===== src/rtl/seq_magnitude_comparator.sv =====
// seq_magnitude_comparator
//
// Multi-cycle magnitude comparator. Operands are captured on an accepted start
// and compared one DIGIT-bit slice per cycle, most-significant digit first. The
// first differing digit fixes the decision. The decision is published on three
// mutually exclusive flags together with a one-cycle done pulse.
//
// Parameters:
//   WIDTH  - operand width; >= 2 and a multiple of DIGIT
//   DIGIT  - bits examined per RUN cycle; N = WIDTH/DIGIT digits
//   SIGNED - 0: unsigned compare, 1: two's-complement compare
//
// Ports:
//   clk    - rising-edge clock
//   reset  - synchronous, active-high reset
//   start  - request, sampled only in IDLE
//   a, b   - operands, captured on the accepted start
//   busy   - high in RUN and DONE
//   done   - one-cycle pulse; result flags update in the same cycle
//   agrb   - A > B
//   aeqb   - A == B
//   alsb   - A < B
//
// Build option:
//   EARLY_TERM_EN - when defined, RUN exits in the cycle the first differing
//                   digit is found; otherwise all N digits are always examined.

module seq_magnitude_comparator #(
  parameter int unsigned WIDTH  = 8,
  parameter int unsigned DIGIT  = 2,
  parameter bit          SIGNED = 1'b0
) (
  input  logic             clk,
  input  logic             reset,
  input  logic             start,
  input  logic [WIDTH-1:0] a,
  input  logic [WIDTH-1:0] b,
  output logic             busy,
  output logic             done,
  output logic             agrb,
  output logic             aeqb,
  output logic             alsb
);

  localparam int unsigned N    = WIDTH / DIGIT;
  localparam int unsigned IdxW = (N > 1) ? $clog2(N) : 1;
  localparam logic [IdxW-1:0] LastIdx = IdxW'(N - 1);

  typedef enum logic [1:0] {StIdle, StRun, StDone} state_e;

  state_e           state_q, state_d;
  logic [WIDTH-1:0] a_q, a_d, b_q, b_d;
  logic [IdxW-1:0]  idx_q, idx_d;
  logic             gt_q, gt_d, lt_q, lt_d;
  logic             agrb_q, agrb_d, aeqb_q, aeqb_d, alsb_q, alsb_d;

  logic [DIGIT-1:0] a_dig, b_dig;
  logic             dig_gt, dig_lt, gt_next, lt_next, run_exit;

  // Operands are shifted left each RUN cycle, so the digit under test is always
  // the top slice. This walks index N-1 down to 0 without a variable mux.
  assign a_dig = a_q[WIDTH-1 -: DIGIT];
  assign b_dig = b_q[WIDTH-1 -: DIGIT];

  always_comb begin
    dig_gt  = (a_dig > b_dig);
    dig_lt  = (a_dig < b_dig);
    // A fixed decision is never overturned by a later digit.
    gt_next = gt_q | (~lt_q & dig_gt);
    lt_next = lt_q | (~gt_q & dig_lt);
`ifdef EARLY_TERM_EN
    run_exit = (idx_q == '0) | dig_gt | dig_lt;
`else
    run_exit = (idx_q == '0);
`endif
  end

  // State register
  always_ff @(posedge clk) begin
    if (reset) begin
      state_q <= StIdle;
    end else begin
      state_q <= state_d;
    end
  end

  // Next-state logic
  always_comb begin
    state_d = state_q;
    case (state_q)
      StIdle:  if (start) state_d = StRun;
      StRun:   if (run_exit) state_d = StDone;
      StDone:  state_d = StIdle;
      default: state_d = StIdle;
    endcase
  end

  // Outputs
  always_comb begin
    busy = (state_q != StIdle);
    done = (state_q == StDone);
    agrb = agrb_q;
    aeqb = aeqb_q;
    alsb = alsb_q;
  end

  // Datapath next-state
  always_comb begin
    a_d    = a_q;
    b_d    = b_q;
    idx_d  = idx_q;
    gt_d   = gt_q;
    lt_d   = lt_q;
    agrb_d = agrb_q;
    aeqb_d = aeqb_q;
    alsb_d = alsb_q;
    case (state_q)
      StIdle: begin
        if (start) begin
          // Flipping the sign bit at capture turns a two's-complement compare
          // into an unsigned one on the most-significant digit.
          a_d   = {a[WIDTH-1] ^ SIGNED, a[WIDTH-2:0]};
          b_d   = {b[WIDTH-1] ^ SIGNED, b[WIDTH-2:0]};
          idx_d = LastIdx;
          gt_d  = 1'b0;
          lt_d  = 1'b0;
        end
      end
      StRun: begin
        a_d  = a_q << DIGIT;
        b_d  = b_q << DIGIT;
        gt_d = gt_next;
        lt_d = lt_next;
        if (idx_q != '0) idx_d = idx_q - IdxW'(1);
        // Flags are loaded on the RUN exit edge so they are valid with done.
        if (run_exit) begin
          agrb_d = gt_next;
          alsb_d = lt_next;
          aeqb_d = ~(gt_next | lt_next);
        end
      end
      default: ;
    endcase
  end

  always_ff @(posedge clk) begin
    if (reset) begin
      a_q    <= '0;
      b_q    <= '0;
      idx_q  <= '0;
      gt_q   <= 1'b0;
      lt_q   <= 1'b0;
      agrb_q <= 1'b0;
      aeqb_q <= 1'b0;
      alsb_q <= 1'b0;
    end else begin
      a_q    <= a_d;
      b_q    <= b_d;
      idx_q  <= idx_d;
      gt_q   <= gt_d;
      lt_q   <= lt_d;
      agrb_q <= agrb_d;
      aeqb_q <= aeqb_d;
      alsb_q <= alsb_d;
    end
  end

endmodule


===== config.mk =====
export PLATFORM = sky130hd
export DESIGN_NAME = seq_magnitude_comparator
export DESIGN_NICKNAME = d
export VERILOG_FILES = /design/src/rtl/seq_magnitude_comparator.sv
export SDC_FILE = /design/constraint.sdc
export NUM_CORES = 1
export LEC_CHECK = 0
export ABC_CLOCK_PERIOD_IN_PS = 1900
export BUFFER_PORTS_ARGS = -buffer_cell sky130_fd_sc_hd__buf_4
export CAP_MARGIN = 20
export CORE_ASPECT_RATIO = 0.5
export CORE_MARGIN = 4
export CORE_UTILIZATION = 40
export DETAILED_ROUTE_END_ITERATION = 7
export HOLD_SLACK_MARGIN = 0.15
export PLACE_DENSITY_LB_ADDON = 0.08
export SYNTH_ARGS = -nofsm -noshare
export SYNTH_HDL_FRONTEND = slang
export SYNTH_SLANG_ARGS = --single-unit

===== constraint.sdc =====
create_clock -name clk -period 1.9 [get_ports clk]
set_clock_uncertainty 0.2 [all_clocks]
set_input_delay 0.19 -clock clk [delete_from_list [all_inputs] [get_ports clk]]
set_output_delay 0.19 -clock clk [all_outputs]
set_load 0.02 [all_outputs]

==> impl_metrics.py <==
metrics = {
    "logic_synthesis": {
        "synth_seq_area_share_pct": 38.1,
        "synth_area_per_cell_um2": 10.3,
        "syn_area_um2": 1310,
        "synth_cell_types": 35,
        "synth_cells": 128,
        "synth_edf_count": 0,
        "synth_ff_type": "dfxtp_1",
        "yosys_warnings": 0,
        "ys_ff_latch": 25,
        "synthArstFlopShare_pct": 0,
        "synth.net_count": 150,
    },
    "placement": {
        "placed_area_um2": 1460,
        "gp_congestion": 0.677,
        "numPortBuffers": 23,
        "place_hpwl_um": 1770,
    },
    "critical_path": {
        "cp_data_arrival_time_ps": 1730,
        "max_stage_delay_ps": 550,
        "path_class": "flip-flop to flip-flop",
        "end_kind": "flip-flop",
        "crit_path_top_delay_cell": "dlygate4sd3_1",
        "worstPathRequired_ps": 1860,
        "worstPathCellList": "o21bai_1, a22oi_1, nor2_1, dlygate4sd3_1",
        "crit_fanout": 12,
        "cp_num_buf_inv": 1,
        "cp-start-kind": "flip-flop",
        "cp_top_family": "buffers and inverters",
        "r2r_setup_slack_ps": 130,
    },
    "finish": {
        "antenna_cells": 0,
        "final_common_cell": "buf_4",
        "layout.nets": 190,
        "final_util_pct": 55.9,
        "final_cell_mix": "24 x buf_4, 23 x dfxtp_1, 20 x dlygate4sd3_1",
        "syn_to_final_growth_pct": 30.5,
        "stdcell_area_um2": 1710,
        "drive_gt1_share_pct": 33.5,
    },
    "sta": {
        "rsz0062_at_grt": "false",
        "max_freq_mhz": 566,
        "setup_viol_count_final": 0,
        "final.setup.tns_ps": 0,
        "fin_crit_ps": 1770,
        "tightest_slew_ps": 407,
        "post-route-period-util_pct": 93.0,
        "slew_headroom_pct": 72.8,
        "hold_violations": 0,
        "finalMaxSlewViolations": 0,
    },
    "power_and_ir_drop": {
        "p_per_area_nw_per_um2": 750,
        "vdd_drop_max_mv": 0.412,
        "p_leak_nw": 0.690,
    },
    "worst_hold_path": {
        "min_path_type": "input port to flip-flop",
    },
    "cts": {
        "cts_buffers": 3,
        "clockBufferDepth": 2,
        "clkTransAtPathRegs_ps": 90,
        "cts.sinks": 25,
        "cts-root-buf": "clkbuf_8",
        "post_cts_buffers": 0,
        "htreeDepth": 1,
        "cts_tree": "done",
        "worstSkewPairLatency_ps": 270,
    },
    "global_route": {
        "grt_pass1_vias": 952,
        "grt_remaining_overflow": 0,
        "track_usage_pct": 13.2,
        "grt_max_degree": 28,
        "grt_pass1_wl_um": 4470,
        "antenna_found_initial": 0,
    },
    "flow_run": {
        "drv_cap": 0,
    },
    "routing": {
        "route.detailed.drc": 0,
        "wl_per_cell_um": 12.7,
        "drtIter0Drc": 36,
        "ant_nets": 0,
        "drt_wl_total_um": 2630,
        "via_per_inst": 4.84,
        "vias": 1001,
        "dr.pass1.iters": 2,
    },
    "die": {
        "start_util_pct": 42.8,
        "core_um2": 3070,
        "io_pins": 24,
        "die_w_um": 89.0,
        "fp.dieH_um": 48.5,
        "row_count": 14,
        "dieArea_um2": 4320,
    },
    "outcome": {
        "status": "finished clean",
    },
}
final timing paths:
kind	from	end	cells past startpoint
setup / recovery	state_q[1]$_SDFFE_PP0P_	a_q[0]$_SDFFE_PP0P_	4
hold / removal	start	state_q[0]$_SDFFE_PP0P_	4
setup reg to reg	state_q[1]$_SDFFE_PP0P_	a_q[0]$_SDFFE_PP0P_	4
hold reg to reg	idx_q[1]$_SDFFE_PP0P_	idx_q[1]$_SDFFE_PP0P_	1
power breakdown:
part	switching (mW)	internal, mW	leakage (nW)	total [mW]
sequential	0.0381	0.577	0.207	0.615
clock	0.168	0.148	0.0217	0.316
combinational	0.172	0.182	0.462	0.353
total	0.378	0.907	0.690	1.28
tightest hold or removal path, cell delays in order:
cell	delay, ps
buf_4	130
nand2b_1	60
a21oi_1	80
nor2b_1	130
Yosys cell counts (3+ instances only):
master | instances | share of area, %
mux2i_1 | 12 | 9.2
a211oi_2 | 12 | 11
nor2_2 | 8 | 3.8
o21ai_0 | 5 | 1.9
nor2_1 | 10 | 2.9
nand2b_1 | 4 | 1.9
nor2b_1 | 4 | 1.9
dfxtp_1 | 25 | 38
nand3b_1 | 3 | 1.7
ha_1 | 3 | 2.9
a21oi_1 | 4 | 1.5
inv_1 | 9 | 2.6
cells by family (layout without fill, tap and decap cells):
logic type                 after synthesis  in the layout  synth area share, %
buffers and inverters                   18             57                 8.77
adders and majority gates                3              3                 2.86
DFF                                     25             25                 38.1
and+or+nand+nor                         37             37                 17.7
AOI/OAI and AO/OA                       33             33                 23.4
muxes                                   12             12                 9.15
sequential cells by signal, indices dropped and copies added, names as in the netlist, 2 cells and up:
signal	flops
idx_q	2
b_q	8
a_q	8
state_q	2
area by class of cell:
cell class              count  area (um2)
fillers                   264        1350
well taps                  40        50.0
flip-flops and latches     25         503
repair buffers             44         380
clock inverters             1        7.51
inverters                   9        33.8
clock buffers               3        41.3
multi-input cells          85         697
what timing repair did:
| action | 4_1_cts | 5_1_grt |
|---|---|---|
| setup endpoints to repair | 0 | 2 |
| resized for setup | 0 | 2 |
| endpoints found under the hold margin | 19 | 0 |
| hold buffers | 20 | 0 |
layer usage:
| metal | wire length (um) | vias to the layer above | track usage (%) |
|---|---|---|---|
| met2 | 1180 | 15 | 18.8 |
| met5 | 0 | - | 0 |
| li1 | - | 527 | - |
| met3 | 97 | 4 | 4.75 |
| met1 | 1330 | 455 | 19.2 |
| met4 | 21 | 0 | 2.23 |
metrics by stage:
step	total power [mW]	setup WS [ps]	std cells	hold slack, ps
floorplan	0.885	334	128	138
global placement	0.947	291	183	237
detailed placement	0.948	262	183	236
CTS	1.31	18.0	207	165
global route	1.37	70.5	207	174
finish	1.28	134	207	162
Note: power is estimated with default switching activity, not from simulation.
